`src/rtl/lfsr_period_monitor.sv`:
```
// Period self-check for a full-cycle (2^WIDTH) LFSR stream: locks onto the zero
// state, then verifies on-time zero return, no stuck samples and a sum signature.
module lfsr_period_monitor #(
  parameter int unsigned WIDTH = 20
) (
  input  logic             clk,
  input  logic             rst,
  input  logic             start,
  input  logic [WIDTH-1:0] din,
  output logic             busy,
  output logic             done,
  output logic             pass,
  output logic             err_early_zero,
  output logic             err_no_zero,
  output logic             err_stuck,
  output logic             err_sig,
  output logic [WIDTH:0]   cycle_count
);

  localparam int unsigned CW = WIDTH + 1;
  localparam logic [CW-1:0]    PERIOD = CW'(1) << WIDTH;
  localparam logic [WIDTH-1:0] SIG    = WIDTH'(1) << (WIDTH - 1);

  typedef enum logic [1:0] {S_IDLE, S_SYNC, S_RUN, S_DONE} state_e;

  state_e           state_q, state_d;
  logic [CW-1:0]    count_q, count_d;
  logic [CW-1:0]    k_c;
  logic [WIDTH-1:0] sum_q, sum_d;
  logic [WIDTH-1:0] prev_q, prev_d;
  logic             busy_q, busy_d;
  logic             done_q, done_d;
  logic             pass_q, pass_d;
  logic             early_q, early_d;
  logic             nozero_q, nozero_d;
  logic             stuck_q, stuck_d;
  logic             sig_q, sig_d;
  logic [CW-1:0]    cc_q, cc_d;

  // Next-state and result logic; every terminating branch lands in DONE.
  always_comb begin
    state_d  = state_q;
    count_d  = count_q;
    sum_d    = sum_q;
    prev_d   = din;
    busy_d   = busy_q;
    done_d   = done_q;
    pass_d   = pass_q;
    early_d  = early_q;
    nozero_d = nozero_q;
    stuck_d  = stuck_q;
    sig_d    = sig_q;
    cc_d     = cc_q;
    k_c      = count_q + CW'(1);

    case (state_q)
      S_IDLE, S_DONE: begin
        if (start) begin
          state_d  = S_SYNC;
          busy_d   = 1'b1;
          count_d  = '0;
          sum_d    = '0;
          done_d   = 1'b0;
          pass_d   = 1'b0;
          early_d  = 1'b0;
          nozero_d = 1'b0;
          stuck_d  = 1'b0;
          sig_d    = 1'b0;
          cc_d     = '0;
        end
      end
      S_SYNC: begin
        if (din == '0) begin
          state_d = S_RUN;
          count_d = '0;
        end else if (k_c == PERIOD) begin
          state_d  = S_DONE;
          busy_d   = 1'b0;
          done_d   = 1'b1;
          nozero_d = 1'b1;
          cc_d     = PERIOD;
        end else begin
          count_d = k_c;
        end
      end
      S_RUN: begin
        count_d = k_c;
        if (din == prev_q) begin
          state_d = S_DONE;
          busy_d  = 1'b0;
          done_d  = 1'b1;
          stuck_d = 1'b1;
          cc_d    = k_c;
        end else if (din == '0 && k_c != PERIOD) begin
          state_d = S_DONE;
          busy_d  = 1'b0;
          done_d  = 1'b1;
          early_d = 1'b1;
          cc_d    = k_c;
        end else if (k_c == PERIOD) begin
          // The final sample is the returning zero, so it is not summed.
          state_d  = S_DONE;
          busy_d   = 1'b0;
          done_d   = 1'b1;
          nozero_d = (din != '0);
          sig_d    = (sum_q != SIG);
          pass_d   = (din == '0) && (sum_q == SIG);
          cc_d     = PERIOD;
        end else begin
          sum_d = sum_q + din;
        end
      end
      default: state_d = S_IDLE;
    endcase
  end

  always_ff @(posedge clk) begin
    if (!rst) begin
      state_q  <= S_IDLE;
      count_q  <= '0;
      sum_q    <= '0;
      prev_q   <= '0;
      busy_q   <= 1'b0;
      done_q   <= 1'b0;
      pass_q   <= 1'b0;
      early_q  <= 1'b0;
      nozero_q <= 1'b0;
      stuck_q  <= 1'b0;
      sig_q    <= 1'b0;
      cc_q     <= '0;
    end else begin
      state_q  <= state_d;
      count_q  <= count_d;
      sum_q    <= sum_d;
      prev_q   <= prev_d;
      busy_q   <= busy_d;
      done_q   <= done_d;
      pass_q   <= pass_d;
      early_q  <= early_d;
      nozero_q <= nozero_d;
      stuck_q  <= stuck_d;
      sig_q    <= sig_d;
      cc_q     <= cc_d;
    end
  end

  assign busy           = busy_q;
  assign done           = done_q;
  assign pass           = pass_q;
  assign err_early_zero = early_q;
  assign err_no_zero    = nozero_q;
  assign err_stuck      = stuck_q;
  assign err_sig        = sig_q;
  assign cycle_count    = cc_q;

endmodule

```
`config.mk`:
```
export PLATFORM = sky130hd
export DESIGN_NAME = lfsr_period_monitor
export DESIGN_NICKNAME = d
export VERILOG_FILES = /design/src/rtl/lfsr_period_monitor.sv
export SDC_FILE = /design/constraint.sdc
export NUM_CORES = 1
export LEC_CHECK = 0
export ABC_AREA = 1
export BUFFER_PORTS_ARGS = -buffer_cell sky130_fd_sc_hd__buf_2
export CORE_MARGIN = 10
export CORE_UTILIZATION = 25
export CTS_BUF_LIST = sky130_fd_sc_hd__clkbuf_4
export DETAILED_ROUTE_END_ITERATION = 16
export HOLD_SLACK_MARGIN = 0.05
export SYNTH_ARGS = -nofsm -noshare
export SYNTH_HDL_FRONTEND = slang
export SYNTH_SLANG_ARGS = --single-unit
```
`constraint.sdc`:
```
create_clock -name clk -period 2.4 [get_ports clk]
set_clock_uncertainty 0.2 [all_clocks]
set_input_delay 0.48 -clock clk [delete_from_list [all_inputs] [get_ports clk]]
set_output_delay 0.48 -clock clk [all_outputs]
set_load 0.02 [all_outputs]
```
==> summary.md <==
| Metric | Value |
|---|---|
| Status | finished with violations |
| Failing checks | setup timing |
| Yosys reg bits | 91 |
| Hold Crit Class | in2reg |
| R2R Path Start | count_q[11]$_SDFFE_PN0P_ |
| Async SR Flop Fraction | 0% |
| GRT met1 Usage | between 10% and 20% |
| Post-Syn Area | approximately 0.006 sq mm |
| Net Sw Frac | between 30% and 40% |
| Main flop type after synthesis | dfxtp_1 |
| Initial antenna violation count | 1 |
| Fmax | 363.5 MHz |
| YS warnings | 0 |
| Least-Margin Pin Slew | 0.4536 ns |
| MaxCap Viol Count | 0 |
| Multiplexer share of the synthesized area | 0% |
| Worst reg2reg endpoint | cycle_count[19]$_SDFFE_PN0P_ |
| Met2 usage | 21.32% |
| CTS buffer count | 9 |
| Int Power | around 2.1 mW |
| Leak pwr | between 4 and 5 nW |
| Xor/xnor cell area share of the yosys netlist | 4.869% |
| Clock transition at path regs | roughly 0.18 ns |
| Sw Pwr | slightly below 1 mW |
| Crit path capture type | register |
| Met3 Resource Use GR | under 10% |
| I/O Pins | 51 |
| Syn_nets | between 900 and 1k |
| Critical path class | reg2reg |
| RSZ-0062 raised after global routing | yes |
| Setup violators final | 70 |
| First drt pass iteration count | 5 |
| Initial core utilization | between 20% and 30% |
| Vias | roughly 7k |
| CTS Sinks | 91 |
| Worst hold stages | 4 |
| Layout Nets | between 1k and 1.5k |
| Worst Path Arrival | ~2.9 ns |
| Worst setup margin | -0.3513 ns |
| First-pass GRT wire length | 33.47 mm |
| Die W | around 180 microns |
| DRT iter0 DRCs | ~450 |
| Combinational Power Share | 18.2% |
| Hold_ws | just under 0.09 ns |
| Post-synthesis sequential area ratio | a little under a third |
| Final hold violation count | 0 |
| Vias in the first global route | ~6.6k |
| Synth unique cells | 47 |
| Most frequent cells in the layout | nand2_1 (283), buf_4 (151), a21oi_1 (80) |
| Largest net degree at the start of global routing | 27 |
| Post-synthesis compound-gate area fraction | between 10 and 15% |
| Reg2reg path depth | 18 |
| DRC | 0 |
| Global route hottest layer | met2 |
| Flop pwr share | between 50% and 60% |
| Clock power frac | 31.3% |
| CTS tree | done |
| GRT overflow | 0 |
| Synth Area in Simple Gates | 38.33% |
| Detail Route Antenna Nets | 0 |
| Port bufs | 50 |
| Setup TNS | -15.57 ns |
| Worst Path Max Fanout | 12 |
| Die area | slightly above 0.03 sq mm |
| Pwr dens | ~350 mW/mm^2 |
| Routed Wire Length | just over 20 mm |
| Synth Area per Inst | approximately 6.5 sq um |
| Area grow syn2layout | 45.16% |
| Placement Rows | 56 |
| CTS max path bufs | 2 |
| Hold_sp | din[16] |
| EDFF count, synth | 0 |
| GRT Total Usage | a little over an eighth |
| CTS HTree Levels | 3 |
| Average vias per placed instance | around 4.7 |
| Main combinational cell family by area after synthesis | simple AND/OR/NAND/NOR gates |
| Hold endpoint | prev_q[16]$_SDFF_PN0_ |
| Peak supply drop | roughly 0.20 mV |
| Max transition margin | 69.72% |
| Root Driver | clkbuf_4 |
| Per-cell routed wire length | roughly 14 microns |
| DPL Wire Length | around 15 mm |
| Worst setup SP type | register |
| GPL Wtd Cong | between 0.9 and 1 |
| Die height | 175.8 microns |
| Fin crit share | 114.6% |
| Most common cell after layout, fill and taps aside | nand2_1 |
| Core area | around 0.024 sq mm |
| Setup slack, reg-to-reg | -0.35 ns |
| Critical Path RT | roughly 2.6 ns |
| Synth Area in Adders | between 5 and 6% |
| Clock insertion delay at the later pin of the skew report | between 0.5 and 0.6 ns |
| Layout cells sized above 1 | between 30% and 40% |
| Tmin final | between 2 and 3 ns |
| Synth Instances | 928 |
| Final Max Slew Viols | 0 |
| Filler Cells Inserted | 2,530 |
## routing by layer
metal | wire length (microns) | vias up
li1 | - | 3485
met1 | 9649 | 3221
met2 | 9687 | 147
met3 | 908 | 23
met4 | 368 | 0
met5 | 0 | -
## registers in the layout, summed over array words and instances (netlist names)
register / flops
prev_q: 20
err_sig: 1
pass: 1
cycle_count: 21
state_q: 2
err_early_zero: 1
err_stuck: 1
done: 1
busy: 1
count_q: 21
sum_q: 20
err_no_zero: 1
## area by class of cell
cell class                 instances  area (sq um)  area share, %
antenna                            1         2.502        0.02843
clock buffer                       9         67.56         0.7675
timing repair buffer             236          1901          21.59
clock inverter                     7         81.33         0.9238
inverter                          81         304.0          3.454
tap                              319         399.1          4.534
multi-input combinational        720          4205          47.77
sequential                        91          1843          20.94
## worst max-delay path by stage
stage                        startpoint                            to  slack (ns)
5_1_grt         count_q[0]$_SDFFE_PN0P_  cycle_count[12]$_SDFFE_PN0P_       -0.52
3_5_place_dp                     din[8]       count_q[7]$_SDFFE_PN0P_       -0.44
2_1_floorplan                    din[0]        sum_q[12]$_SDFFE_PN0P_      -0.008
4_1_cts         count_q[0]$_SDFFE_PN0P_  cycle_count[12]$_SDFFE_PN0P_       -0.23
3_3_place_gp                     din[8]      count_q[20]$_SDFFE_PN0P_       -0.42
6_report       count_q[11]$_SDFFE_PN0P_  cycle_count[19]$_SDFFE_PN0P_       -0.35
## through the flow
stage	worst slack (ns)	total power, mW	cells	util, %	instance area, sq um
6_report	-0.3513	3.077	1464	37.17	8803
5_1_grt	-0.5184	3.219	1464	37.17	8803
4_1_cts	-0.2335	3.102	1453	35.95	8514
3_5_place_dp	-0.4354	2.071	1406	32.67	7737
3_3_place_gp	-0.4153	2.066	1406	32.67	7737
2_1_floorplan	-0.008032	1.853	928	-	6095
## cells in the mapped netlist, types with 2 or more instances
| library cell | instances | area share, % |
|---|---|---|
| nor3_1 | 8 | 0.66 |
| o21ai_1 | 5 | 0.41 |
| or2_2 | 6 | 0.62 |
| nand3_2 | 2 | 0.33 |
| nand3b_1 | 3 | 0.37 |
| nor2_2 | 3 | 0.31 |
| nor4_1 | 9 | 0.93 |
| nand2_1 | 296 | 18 |
| xor2_1 | 12 | 1.7 |
| ha_1 | 23 | 4.7 |
| dfxtp_1 | 91 | 30 |
| a21o_1 | 2 | 0.25 |
| o211ai_2 | 6 | 1.2 |
| nor2_1 | 70 | 4.3 |
| buf_2 | 10 | 0.83 |
| buf_1 | 2 | 0.12 |
| nand2_2 | 8 | 0.83 |
| o21bai_1 | 2 | 0.25 |
| nand2_8 | 2 | 0.66 |
| inv_1 | 77 | 4.8 |
| xnor2_1 | 18 | 2.6 |
| a31oi_1 | 2 | 0.21 |
| buf_4 | 2 | 0.25 |
| nor2_4 | 6 | 1.1 |
| buf_6 | 2 | 0.37 |
| nand3_1 | 72 | 5.9 |
| nand4_1 | 26 | 2.7 |
| inv_2 | 3 | 0.19 |
| o2111ai_1 | 8 | 1.2 |
| clkbuf_1 | 20 | 1.2 |
| xor2_2 | 2 | 0.54 |
| o211ai_1 | 3 | 0.37 |
| o21ai_0 | 22 | 1.8 |
| a21oi_1 | 92 | 7.6 |
## worst max-delay path, cell delays in order, from the launching register on
cell and delay [ns]:
dfxtp_1 0.39, nand2_1 0.08, nor2_1 0.18, nand2_1 0.16, nor2_4 0.16, nand2_2 0.09
nand2_1 0.10, nand2_2 0.07, nor2_2 0.13, nand2_2 0.10, nor2_8 0.14, nand2_8 0.09
buf_4 0.16, buf_6 0.11, buf_12 0.14, nand2_1 0.09, nand3_1 0.08, nand3_1 0.08
a21oi_1 0.06
## cells by family (layout without fill, tap and decap cells)
family	count (synthesis)	after routing
AND/OR/NAND/NOR	518	518
AO/OA/AOI/OAI	146	146
buffers and inverters	117	333
flip-flops	91	91
XOR/XNOR	32	32
adder cells (fa/ha/maj)	24	24
other	0	1
## repair_timing
action	CTS	global route
gates cloned	3	1
buffers inserted	18	10
pin swaps	35	27
setup endpoints to repair	70	70
hold endpoints to repair	10	0
resized for setup	82	50
hold buffers	10	0
## power groups by stage
stage / Combinational, mW / Sequential [mW] / Clock (mW)
global placement: 0.477 / 1.59 / 0
finish: 0.559 / 1.55 / 0.963
CTS: 0.548 / 1.56 / 0.998
floorplan: 0.259 / 1.59 / 0
detailed placement: 0.481 / 1.59 / 0
global route: 0.611 / 1.56 / 1.05
No activity file was read; power rests on OpenSTA's default activity.
